$ cat src/rtl/int_to_float_pipe.sv
// int_to_float_pipe: three-stage integer to IEEE-754-style float converter.
// Stage 1 takes the sign and magnitude, stage 2 normalises, stage 3 rounds
// to nearest even and packs. A full-pipeline stall is raised whenever the
// output holds a result that downstream is not accepting.
// Optional build macro I2F_INEXACT_EN adds the out_inexact flag port.
module int_to_float_pipe #(
  parameter int INT_W = 32,
  parameter int EXP_W = 8,
  parameter int MAN_W = 23,
  parameter int BIAS  = 127
) (
  input  logic                   clk,
  input  logic                   rst,
  input  logic                   in_valid,
  output logic                   in_ready,
  input  logic [INT_W-1:0]       in_int,
  input  logic                   in_signed,
  output logic                   out_valid,
  input  logic                   out_ready,
  output logic [EXP_W+MAN_W:0]   out_flt
`ifdef I2F_INEXACT_EN
  ,
  output logic                   out_inexact
`endif
);

  localparam int PW  = $clog2(INT_W) + 1;
  localparam int EW2 = EXP_W + 2;
  localparam int XW  = INT_W + MAN_W + 1;

  logic stall;

  // Global stall: everything holds while the output is blocked
  always_comb begin
    stall    = out_valid & ~out_ready;
    in_ready = ~stall;
  end

  // ---------------- Stage 1: sign / magnitude ----------------
  logic             s1_valid;
  logic             s1_sign;
  logic [INT_W:0]   s1_mag;
  logic             s1_sign_d;
  logic [INT_W:0]   s1_ext;
  logic [INT_W:0]   s1_mag_d;

  // Magnitude is one bit wider so the most negative value negates exactly
  always_comb begin
    s1_sign_d = in_signed & in_int[INT_W-1];
    s1_ext    = {s1_sign_d, in_int};
    s1_mag_d  = s1_sign_d ? (~s1_ext + 1'b1) : s1_ext;
  end

  // Stage 1 register
  always_ff @(posedge clk or posedge rst) begin
    if (rst) begin
      s1_valid <= 1'b0;
      s1_sign  <= 1'b0;
      s1_mag   <= '0;
    end else if (!stall) begin
      s1_valid <= in_valid;
      s1_sign  <= s1_sign_d;
      s1_mag   <= s1_mag_d;
    end
  end

  // ---------------- Stage 2: normalise ----------------
  logic             s2_valid;
  logic             s2_sign;
  logic             s2_zero;
  logic [INT_W-2:0] s2_frac;
  logic [EW2-1:0]   s2_exp;
  logic [PW-1:0]    lead;
  logic [PW-1:0]    shamt;
  logic [INT_W-2:0] frac_d;
  logic [EW2-1:0]   exp_d;
  logic             zero_d;

  // Leading-one search (highest set bit wins) and left shift; the leading
  // one itself is implicit, so only the bits below it are kept
  always_comb begin
    lead = '0;
    for (int unsigned i = 0; i < INT_W; i++) begin
      if (s1_mag[i]) lead = PW'(i);
    end
    shamt  = PW'(INT_W - 1) - lead;
    frac_d = (INT_W-1)'(s1_mag[INT_W-1:0] << shamt);
    exp_d  = EW2'(lead) + EW2'(BIAS);
    zero_d = (s1_mag == '0);
  end

  // Stage 2 register
  always_ff @(posedge clk or posedge rst) begin
    if (rst) begin
      s2_valid <= 1'b0;
      s2_sign  <= 1'b0;
      s2_zero  <= 1'b0;
      s2_frac  <= '0;
      s2_exp   <= '0;
    end else if (!stall) begin
      s2_valid <= s1_valid;
      s2_sign  <= s1_sign;
      s2_zero  <= zero_d;
      s2_frac  <= frac_d;
      s2_exp   <= exp_d;
    end
  end

  // ---------------- Stage 3: round / pack ----------------
  logic [XW-1:0]      xv;
  logic [MAN_W-1:0]   mant;
  logic               guard;
  logic               sticky;
  logic               round_up;
  logic [MAN_W:0]     mant_r;
  logic [EW2-1:0]     exp_f;
  logic               ovf;
  logic [EXP_W+MAN_W:0] flt_d;

  // Zero padding below the fraction makes narrow integers convert exactly
  always_comb begin
    xv       = {s2_frac, {(MAN_W+2){1'b0}}};
    mant     = xv[XW-1 -: MAN_W];
    guard    = xv[XW-1-MAN_W];
    sticky   = |xv[XW-2-MAN_W:0];
    round_up = guard & (sticky | mant[0]);
    mant_r   = {1'b0, mant} + {{MAN_W{1'b0}}, round_up};
    exp_f    = s2_exp + EW2'(mant_r[MAN_W]);
    ovf      = (exp_f >= EW2'((2**EXP_W) - 1));
    if (s2_zero)
      flt_d = '0;
    else if (ovf)
      flt_d = {s2_sign, {EXP_W{1'b1}}, {MAN_W{1'b0}}};
    else
      flt_d = {s2_sign, exp_f[EXP_W-1:0], mant_r[MAN_W-1:0]};
  end

`ifdef I2F_INEXACT_EN
  logic inexact_d;

  // Inexact whenever bits were discarded or the value saturated to infinity
  always_comb begin
    inexact_d = ~s2_zero & (guard | sticky | ovf);
  end

  // Flag register, aligned with out_flt
  always_ff @(posedge clk or posedge rst) begin
    if (rst)
      out_inexact <= 1'b0;
    else if (!stall && s2_valid)
      out_inexact <= inexact_d;
  end
`endif

  // Output register; data only updates when a real item arrives
  always_ff @(posedge clk or posedge rst) begin
    if (rst) begin
      out_valid <= 1'b0;
      out_flt   <= '0;
    end else if (!stall) begin
      out_valid <= s2_valid;
      if (s2_valid) out_flt <= flt_d;
    end
  end

endmodule
$ cat config.mk
export PLATFORM = sky130hd
export DESIGN_NAME = int_to_float_pipe
export DESIGN_NICKNAME = d
export VERILOG_FILES = /design/src/rtl/int_to_float_pipe.sv
export SDC_FILE = /design/constraint.sdc
export NUM_CORES = 1
export LEC_CHECK = 0
export BUFFER_PORTS_ARGS = -buffer_cell sky130_fd_sc_hd__buf_2
export CAP_MARGIN = 20
export CORE_AREA = 2 2 122 124
export CTS_CLUSTER_DIAMETER = 120
export DETAILED_ROUTE_END_ITERATION = 10
export DIE_AREA = 0 0 124 126
export HOLD_SLACK_MARGIN = 0.06
export PLACE_DENSITY = 0.85
export SKIP_CTS_REPAIR_TIMING = 1
export SYNTH_ARGS = -nofsm -noshare
export SYNTH_HDL_FRONTEND = slang
export SYNTH_SLANG_ARGS = --single-unit
$ cat constraint.sdc
create_clock -name clk -period 4.13 [get_ports clk]
set_input_delay 0.2065 -clock clk [delete_from_list [all_inputs] [get_ports clk]]
set_output_delay 0.2065 -clock clk [all_outputs]
set_load 0.01 [all_outputs]
Word level (Yosys, flattened, before mapping)

Cells that the tools add are included.

Magnitude comparators: 1
Reductions and logical operators: 3
$add $sub $neg: 5
Mux-type cells: 34
Shifts and indexed selects: 1
Bitwise gates (word level): 7

Operators by type and width:

| operator                                              | number |
|---|---|
| two-way mux 6 bit                                     | 30 |
| adder 33 x 1 -> 33 bit (second input constant)        | 1 |
| logical NOT 33 bit                                    | 1 |
| two-way mux 33 bit                                    | 1 |
| NOT 33 bit                                            | 1 |
| two-way mux 32 bit                                    | 1 |
| << shifter 32 x 6 -> 31 bit                           | 1 |
| two-way mux 31 bit                                    | 1 |
| adder 23 x 1 -> 24 bit                                | 1 |
| adder 10 x 1 -> 10 bit                                | 1 |
| >= comparator 10 x 8 -> 1 bit (second input constant) | 1 |
| adder 6 x 7 -> 8 bit (second input constant)          | 1 |
| OR reduction 7 bit                                    | 1 |
| subtractor 5 x 6 -> 6 bit (first input constant)      | 1 |
| bitwise AND 1 bit                                     | 3 |
| NOT 1 bit                                             | 2 |
| AND reduction 2 bit                                   | 1 |
| two-way mux 1 bit                                     | 1 |
| bitwise OR 1 bit                                      | 1 |

Output and inout port bits: 34
Word-level logic and storage cells: 61
Register bits after elaboration: 112
Input port bits: 37

Longest topological paths before layout

Gate-level depths: netlist (run 1).

Word-level depth: 33
Mapped depth: 17
Gate-level depth less buffers: 16

Worst setup path before layout (run 1)

Ideal clock, no wire load.

Path type: register to register
Start: register s2_frac[10]
End: register out_flt[10]
Data required time: 4.047 ns
Buffers on the path: 1
Cell stages (with the launch flop): 17
Data arrival time: 3.387 ns
Setup time: 0.083 ns
Slack: 0.661 ns
Cell sequence: dfrtp_1 > nand4_1 > nor2_1 > and3_1 > and3_1 > and3_1 > and2_1 > and3_1 > and3_1 > ha_1 > ha_1 > and3_1 > and2_1 > o21a_1 > or3_1 > clkbuf_1 > o21ai_0

Longest elaborated chain between the ends: 5

Ends and longest elaborated chain:

| what                          | RTL line | text |
|---|---|---|
| start: declaration            | 71       | `logic [INT_W-2:0] s2_frac;` |
| start signal: assignment      | 104      | `s2_frac <= frac_d;` |
| adder 23 x 1 -> 24 bit (*)    | 127      | `mant_r = {1'b0, mant} + {{MAN_W{1'b0}}, round_up};` |
| adder 10 x 1 -> 10 bit        | 128      | `exp_f = s2_exp + EW2'(mant_r[MAN_W]);` |
| >= comparator 10 x 8 -> 1 bit | 129      | `ovf = (exp_f >= EW2'((2**EXP_W) - 1));` |
| two-way mux 31 bit (*)        | 132      | `else if (ovf)` |
| two-way mux 32 bit (*)        | 130      | `if (s2_zero)` |
| end signal: assignment        | 162      | `if (s2_valid) out_flt <= flt_d;` |
| end: declaration              | 20       | `output logic [EXP_W+MAN_W:0] out_flt` |

Every way passes the cells marked *; elsewhere a longest branch is shown, timed or not.
A chain may end at the register's enable or synchronous reset.

Final worst setup path (run 1)

Start: register s2_frac[10]
End: register out_flt[19]

Same word-level chain as after synthesis.

==> results of run 1 <==
## cell type report
class | instances | area [µm²] | area share [%]
multi-input combinational | 716 | 4580 | 54.2
clock buffer | 11 | 253 | 3.00
tap | 184 | 230 | 2.73
sequential | 110 | 2750 | 32.6
clock inverter | 5 | 38.8 | 0.460
timing repair buffer | 93 | 536 | 6.35
inverter | 13 | 51.3 | 0.608
## metal layers
layer	up-vias	track usage, %	part of all wire [%]
li1	3381	-	-
met1	3326	35.5	44
met2	274	41.3	46
met3	58	3.80	5.7
met4	0	12.7	4.3
met5	-	0	0
## placed cells by master, fill, tap and decap left out, types with 6 or more instances in the layout
cell type / count
mux2_2: 9
clkbuf_16: 9
a21o_1: 12
a31oi_1: 7
nor2_1: 78
o22ai_1: 7
nand3_1: 18
inv_1: 11
o2111ai_1: 6
dfrtp_1: 110
nand2b_1: 9
mux2i_1: 31
and2_1: 6
xnor2_1: 28
a22o_1: 7
a21oi_1: 36
or4_1: 7
buf_2: 70
and3_1: 16
o211ai_1: 6
xor2_1: 29
buf_4: 22
o21a_1: 10
o21ai_0: 81
nand2_1: 147
a211oi_1: 16
nor3_1: 15
nor4_1: 10
o31ai_1: 15
o21ai_1: 6
nor2b_1: 8
## power groups by stage
stage               logic, µW  registers [µW]  clock network, µW
finish                   2820            1950                863
global route             3100            2010                923
CTS                      2790            1940                872
detailed placement       2760            1950                  0
global placement         2730            1920                  0
floorplan                2110            1810                  0
## stage by stage
step	total power (µW)	hold WS (ns)	setup WS, ns
after detailed placement	4720	0.418	0.186
final	5630	0.0338	0.237
after floorplan	3930	0.319	0.661
after CTS	5600	0.0474	-0.0204
after global routing	6040	0.0688	-0.00645
after global placement	4650	0.411	0.320
## cells by family after synthesis
logic type / count (synthesis) / share of synthesized area (%)
simple gates: 338 / 20.3
compound gates: 270 / 23.9
flops: 110 / 35.5
buf+inv: 84 / 5.69
xor+xnor: 57 / 6.44
mux: 46 / 7.25
fa+ha+maj: 5 / 0.808
## state kept, by name, indices dropped and copies added (netlist names)
name       flops
s2_sign        1
s1_valid       1
out_flt       32
out_valid      1
s1_mag        33
s2_zero        1
s2_valid       1
s2_exp         8
s1_sign        1
s2_frac       31
## cells in the mapped netlist (all sizes together) (3+ instances only)
cell type,count
mux4,6
xor2,29
a211oi,16
a31oi,8
nor2b,9
mux2,9
o41ai,4
o2111ai,6
mux2i,31
a221oi,6
o31a,3
o22ai,7
dfrtp,110
xnor2,28
a21boi,4
or2,3
o221ai,6
buf,37
ha,5
and3,16
nor4,12
a21oi,37
o211ai,7
nand3,18
o21a,10
and2,6
nand2,147
a22oi,4
nor2,78
o31ai,17
o21ai,88
nand4,5
o221a,5
or4,7
or3,5
nand2b,9
inv,13
a211o,5
a21o,12
a221o,3
nor3,17
clkbuf,34
a22o,7
## final timing paths
path | startpoint | end
max | s2_frac[10] | out_flt[19]
min | rst | out_flt[2]
max reg2reg | s2_frac[10] | out_flt[19]
min reg2reg | s1_valid | s1_valid
max in group asynchronous | rst | s2_frac[14]
min in group clk | in_valid | s1_valid
==> results.txt, run 1 <==
Worst setup SP type - flop
Area post-placement - 8140 µm²
Syn Area/Cell - 8.51 µm²
IO Port Bufs - 70
Reg2reg setup slack - 0.24 ns
Worst slew pin tran - 0.920 ns
Cell family with most CP delay - simple AND/OR/NAND/NOR gates
Clk_lat worst skew - 0.37 ns
GRT Resource Usage Total - 26.3%
Final ANT Viol Nets - 0
Final Cell Area - 8440 µm²
CTS sink count - 110
Levels on crit path - 16
Via total after detailed routing - 7039
Worst VDD drop - 0.288 mV
H-tree depth - 3
Chip height - 126 µm
DRT iter0 DRCs - 604
Synthesized instance count - 910
Fin cells - 1132
Fill cells - 1288
Ratio of cells with drive above 1 in the final layout - 15.5%
Switching Share - 45.0%
Crit share post-route - 94.3%
Syn nets - 952
Post-DP HPWL - 14600 µm
Ys Warns - 0
Logic gate share of total power - 50.1%
Post-synth top flop - dfrtp_1
Antenna violations before repair - 0
# setup viols final - 0
Crit-path max cell delay - 0.48 ns
Data required, critical path - 4.41 ns
DIE AREA - 15600 µm²
Area grow syn2layout - 8.93%
Post-Route Utilization - 59.0%
DR WL/cell - 17.6 µm
# diodes - 0
Yosys top cell area share - 35.5%
Worst Setup Path Type - flop to flop
CTS tree - done
Vias in the first global route - 6512
Register area share after synthesis - 35.5%
Crit-path cells - nand4_1 -> nor2_1 -> and3_1 -> and3_1 -> and3_1 -> and2_1 -> and3_1 -> and3_1 -> ha_1 -> ha_1 -> nand3_1 -> xor2_1 -> nor4_1 -> o21a_1 -> or3_4 -> o21ai_0
Synth Cell Area - 7750 µm²
Unique masters post-synth - 77
P per Cell Area - 668 nW/µm²
Maxcap violations - 0
Final Max Tran Viols - 0
Seq cells post-synth - 110
Worst Skew - 0.0102 ns
Status - complete, no violations
Reg2Reg Depth - 16
Async S/R FF share, synth - 100%
CP max stage cell - or3_4
GRT overflow - 0
DP Cell Count - 1116
Crit end category - flop
DRC - 0
Die Wd - 124 µm
Seq pwr share - 34.6%
WP data arrival - 4.17 ns
CP bufs+invs - 0
CTS root buf - clkbuf_16
Main area contributors after synthesis - dfrtp_1 36%, nand2_1 7.1%, o21ai_0 5.2%, mux2i_1 4.0%, nor2_1 3.8%
Routed Wire Length - 19900 µm
Total Nets Final - 985
Vias/cell - 6.22
Global-route wire length before repair - 32700 µm
Largest net degree at the start of global routing - 89
Number of synthesized flops with an enable pin - 0
Cell mode on critical path - and3_1
Area leader, netlist - dfrtp_1
Internal power - 3100 µW
Final setup TNS - 0 ns
Sw Pwr - 2530 µW
Worst Path Max Fanout - 23
Rows - 44
Initial Util - 54.1%
Lkg Pwr - 0.00361 µW
Final Hold Vio Count - 0
Worst rel slew slack - 38.7%
Hold/Removal Path Class - input port to asynchronous set/reset pin
I/O Pins - 71
Routability cong. - 1.05
CTS Buf Count - 9
First-pass iteration count of the detailed router - 7
Clk slew on worst S/H paths - 0.08 ns
Placeable Area - 14300 µm²
Clk pwr share - 15.3%
Max clock buf depth - 2
Min Tclk post-route - 3.89 ns
Fmax achieved - 257 MHz
No activity file was read; power rests on OpenSTA's default activity.
==> inputs of run 2 (changes only) <==
PLACE_DENSITY = 0.71   (was 0.85)
clock period = 3.8 ns   (was 4.13 ns; I/O delays follow)
==> results.txt, run 2 (synthesis gave the netlist of run 1 again) <==
Status - complete, no violations
Via total after detailed routing - 6845 (-2.8%)
Die Wd - 124 µm (unchanged)
Fin worst setup slack - 0.240 ns (+0.00311 ns)
Fill cells - 1343 (+4.3%)
CTS sink count - 110 (unchanged)
Post-DP HPWL - 14400 µm (-1.0%)
Max clock buf depth - 2 (unchanged)
Final Hold Vio Count - 0 (unchanged)
Final ANT Viol Nets - 0 (unchanged)
DRT iter0 DRCs - 445 (-26%)
Total Nets Final - 1001 (+1.6%)
DP Cell Count - 1124 (+0.72%)
DR WL/cell - 17.1 µm (-2.7%)
Fin cells - 1148 (+1.4%)
DRC - 0 (unchanged)
CTS root buf - clkbuf_16
Cell family with most CP delay - simple AND/OR/NAND/NOR gates
Maxcap violations - 0 (unchanged)
Cell mode on critical path - and3_1
H-tree depth - 3 (unchanged)
GRT Resource Usage Total - 25.9% (-0.34 points)
Min Tclk post-route - 3.56 ns (-0.333 ns)
Ratio of cells with drive above 1 in the final layout - 17.1% (+1.6 points)
Crit share post-route - 93.7% (-0.58 points)
Antenna violations before repair - 0 (unchanged)
Commonest cells after routing, fill and taps aside - 147 x nand2_1, 110 x dfrtp_1, 77 x nor2_1
WP data arrival - 3.84 ns (-0.33 ns)
Fmax achieved - 281 MHz (+9.4%)
Chip height - 126 µm (unchanged)
CP max stage cell - or3_4
Lkg Pwr - 0.00370 µW (+2.4%)
Routed Wire Length - 19600 µm (-1.4%)
Commonest non-fill, non-tap cell in the layout - nand2_1
Clk_lat worst skew - 0.36 ns (about the same)
Largest register FFs - 33 (unchanged)
# setup viols final - 0 (unchanged)
Placeable Area - 14300 µm² (unchanged)
Clk slew on worst S/H paths - 0.07 ns (about the same)
Routability cong. - 1.03 (-1.4%)
Global-route wire length before repair - 32100 µm (-1.9%)
Dpl ws - -0.179 ns (-0.365 ns)
Reg with most FFs - s1_mag
Vias in the first global route - 6206 (-4.7%)
P per Cell Area - 719 nW/µm² (+7.7%)
CP bufs+invs - 0 (unchanged)
DIE AREA - 15600 µm² (unchanged)
Worst Skew - 0.00398 ns (-0.00625 ns)
Worst slew pin tran - 0.742 ns (-0.178 ns)
Final Max Tran Viols - 0 (unchanged)
Initial Util - 54.1% (unchanged)
Rows - 44 (unchanged)
Largest net degree at the start of global routing - 88 (-1.1%)
Data required, critical path - 4.08 ns (-0.33 ns)
Crit-path max cell delay - 0.46 ns (-0.02 ns)
Area grow syn2layout - 11.3%
GRT overflow - 0 (unchanged)
Crit end category - flop
First-pass iteration count of the detailed router - 5 (-2)
CTS tree - done
Crit-path cells - nand4_1 -> nor2_2 -> and3_1 -> and3_1 -> and3_1 -> and2_2 -> and3_1 -> and3_1 -> ha_1 -> ha_4 -> nand3_1 -> xor2_1 -> nor4_1 -> o21a_1 -> or3_4 -> o21ai_0
Vias/cell - 5.96 (-4.1%)
Worst VDD drop - 0.280 mV (-2.9%)
Final setup TNS - 0 ns (unchanged)
CTS Buf Count - 9 (unchanged)
IO Port Bufs - 70 (unchanged)
Biggest regs - s1_mag (33), out_flt (32), s2_frac (31)
Worst setup SP type - flop
Worst Path Max Fanout - 6 (-74%)
# diodes - 0 (unchanged)
Worst Setup Path Type - flop to flop
Worst rel slew slack - 50.5% (+12 points)
Hold/Removal Path Class - input port to flop
I/O Pins - 71 (unchanged)
==> run 2: cell types whose count changed in the layout (fill, tap and decap cells not counted), moves of 2 or more <==
cell,before,now
o21ai_0,81,75
or3_4,1,3
buf_4,22,33
o21ai_1,6,12
==> run 2: stage by stage <==
step           hold slack [ns]  total power, µW  utilization, %  area, µm²
6_report                0.0287             6200            60.2       8620
5_1_grt                 0.0656             6660            60.2       8620
4_1_cts                 0.0224             6130            59.4       8510
3_5_place_dp             0.398             5180            57.4       8210
3_3_place_gp             0.392             5140            57.4       8210
2_1_floorplan            0.302             4270               -       7750
==> run 2: worst paths after layout <==
| check | start | cells after the start | slack [ns] | end |
|---|---|---|---|---|
| max reg2reg | s2_frac[8] | 16 | 0.24 | out_flt[2] |
| max in group asynchronous | rst | 5 | 2.49 | s1_mag[8] |
| min reg2reg | out_flt[29] | 2 | 0.47 | out_flt[29] |
| min | in_valid | 3 | 0.03 | s1_valid |
| max | s2_frac[8] | 16 | 0.24 | out_flt[2] |
| min in group asynchronous | rst | 3 | 0.36 | out_flt[4] |
==> run 2: area by class of cell <==
class                   instances  area, µm²  area share [%]
well taps                     184        230            2.67
flip-flops and latches        110       2750            31.9
clock buffers                  11        253            2.93
inverters                      13       51.3           0.595
multi-input cells             718       4620            53.5
clock inverters                 5       41.3           0.479
repair buffers                107        676            7.84
==> run 2: worst reg2reg max path, delay by kind of cell (launching register included) <==
| kind | cells | cell delay, ns |
|---|---|---|
| adders and majority gates | 2 | 0.43 |
| DFF | 1 | 0.41 |
| xor gates and xnor gates | 1 | 0.20 |
| AOI/OAI and AO/OA | 2 | 0.43 |
| and+or+nand+nor | 11 | 2.00 |
==> run 2: where the power goes <==
part / internal (µW) / total [µW] / switching (µW)
Sequential: 1610 / 2090 / 479
Combinational: 1360 / 3180 / 1820
Clock: 487 / 924 / 437
==> run 2: layer usage <==
layer	vias up	track usage (%)	wire, µm
li1	3408	-	-
met1	3200	36.6	9020
met2	200	39.6	9080
met3	37	3.62	841
met4	0	11.6	674
met5	-	0	0
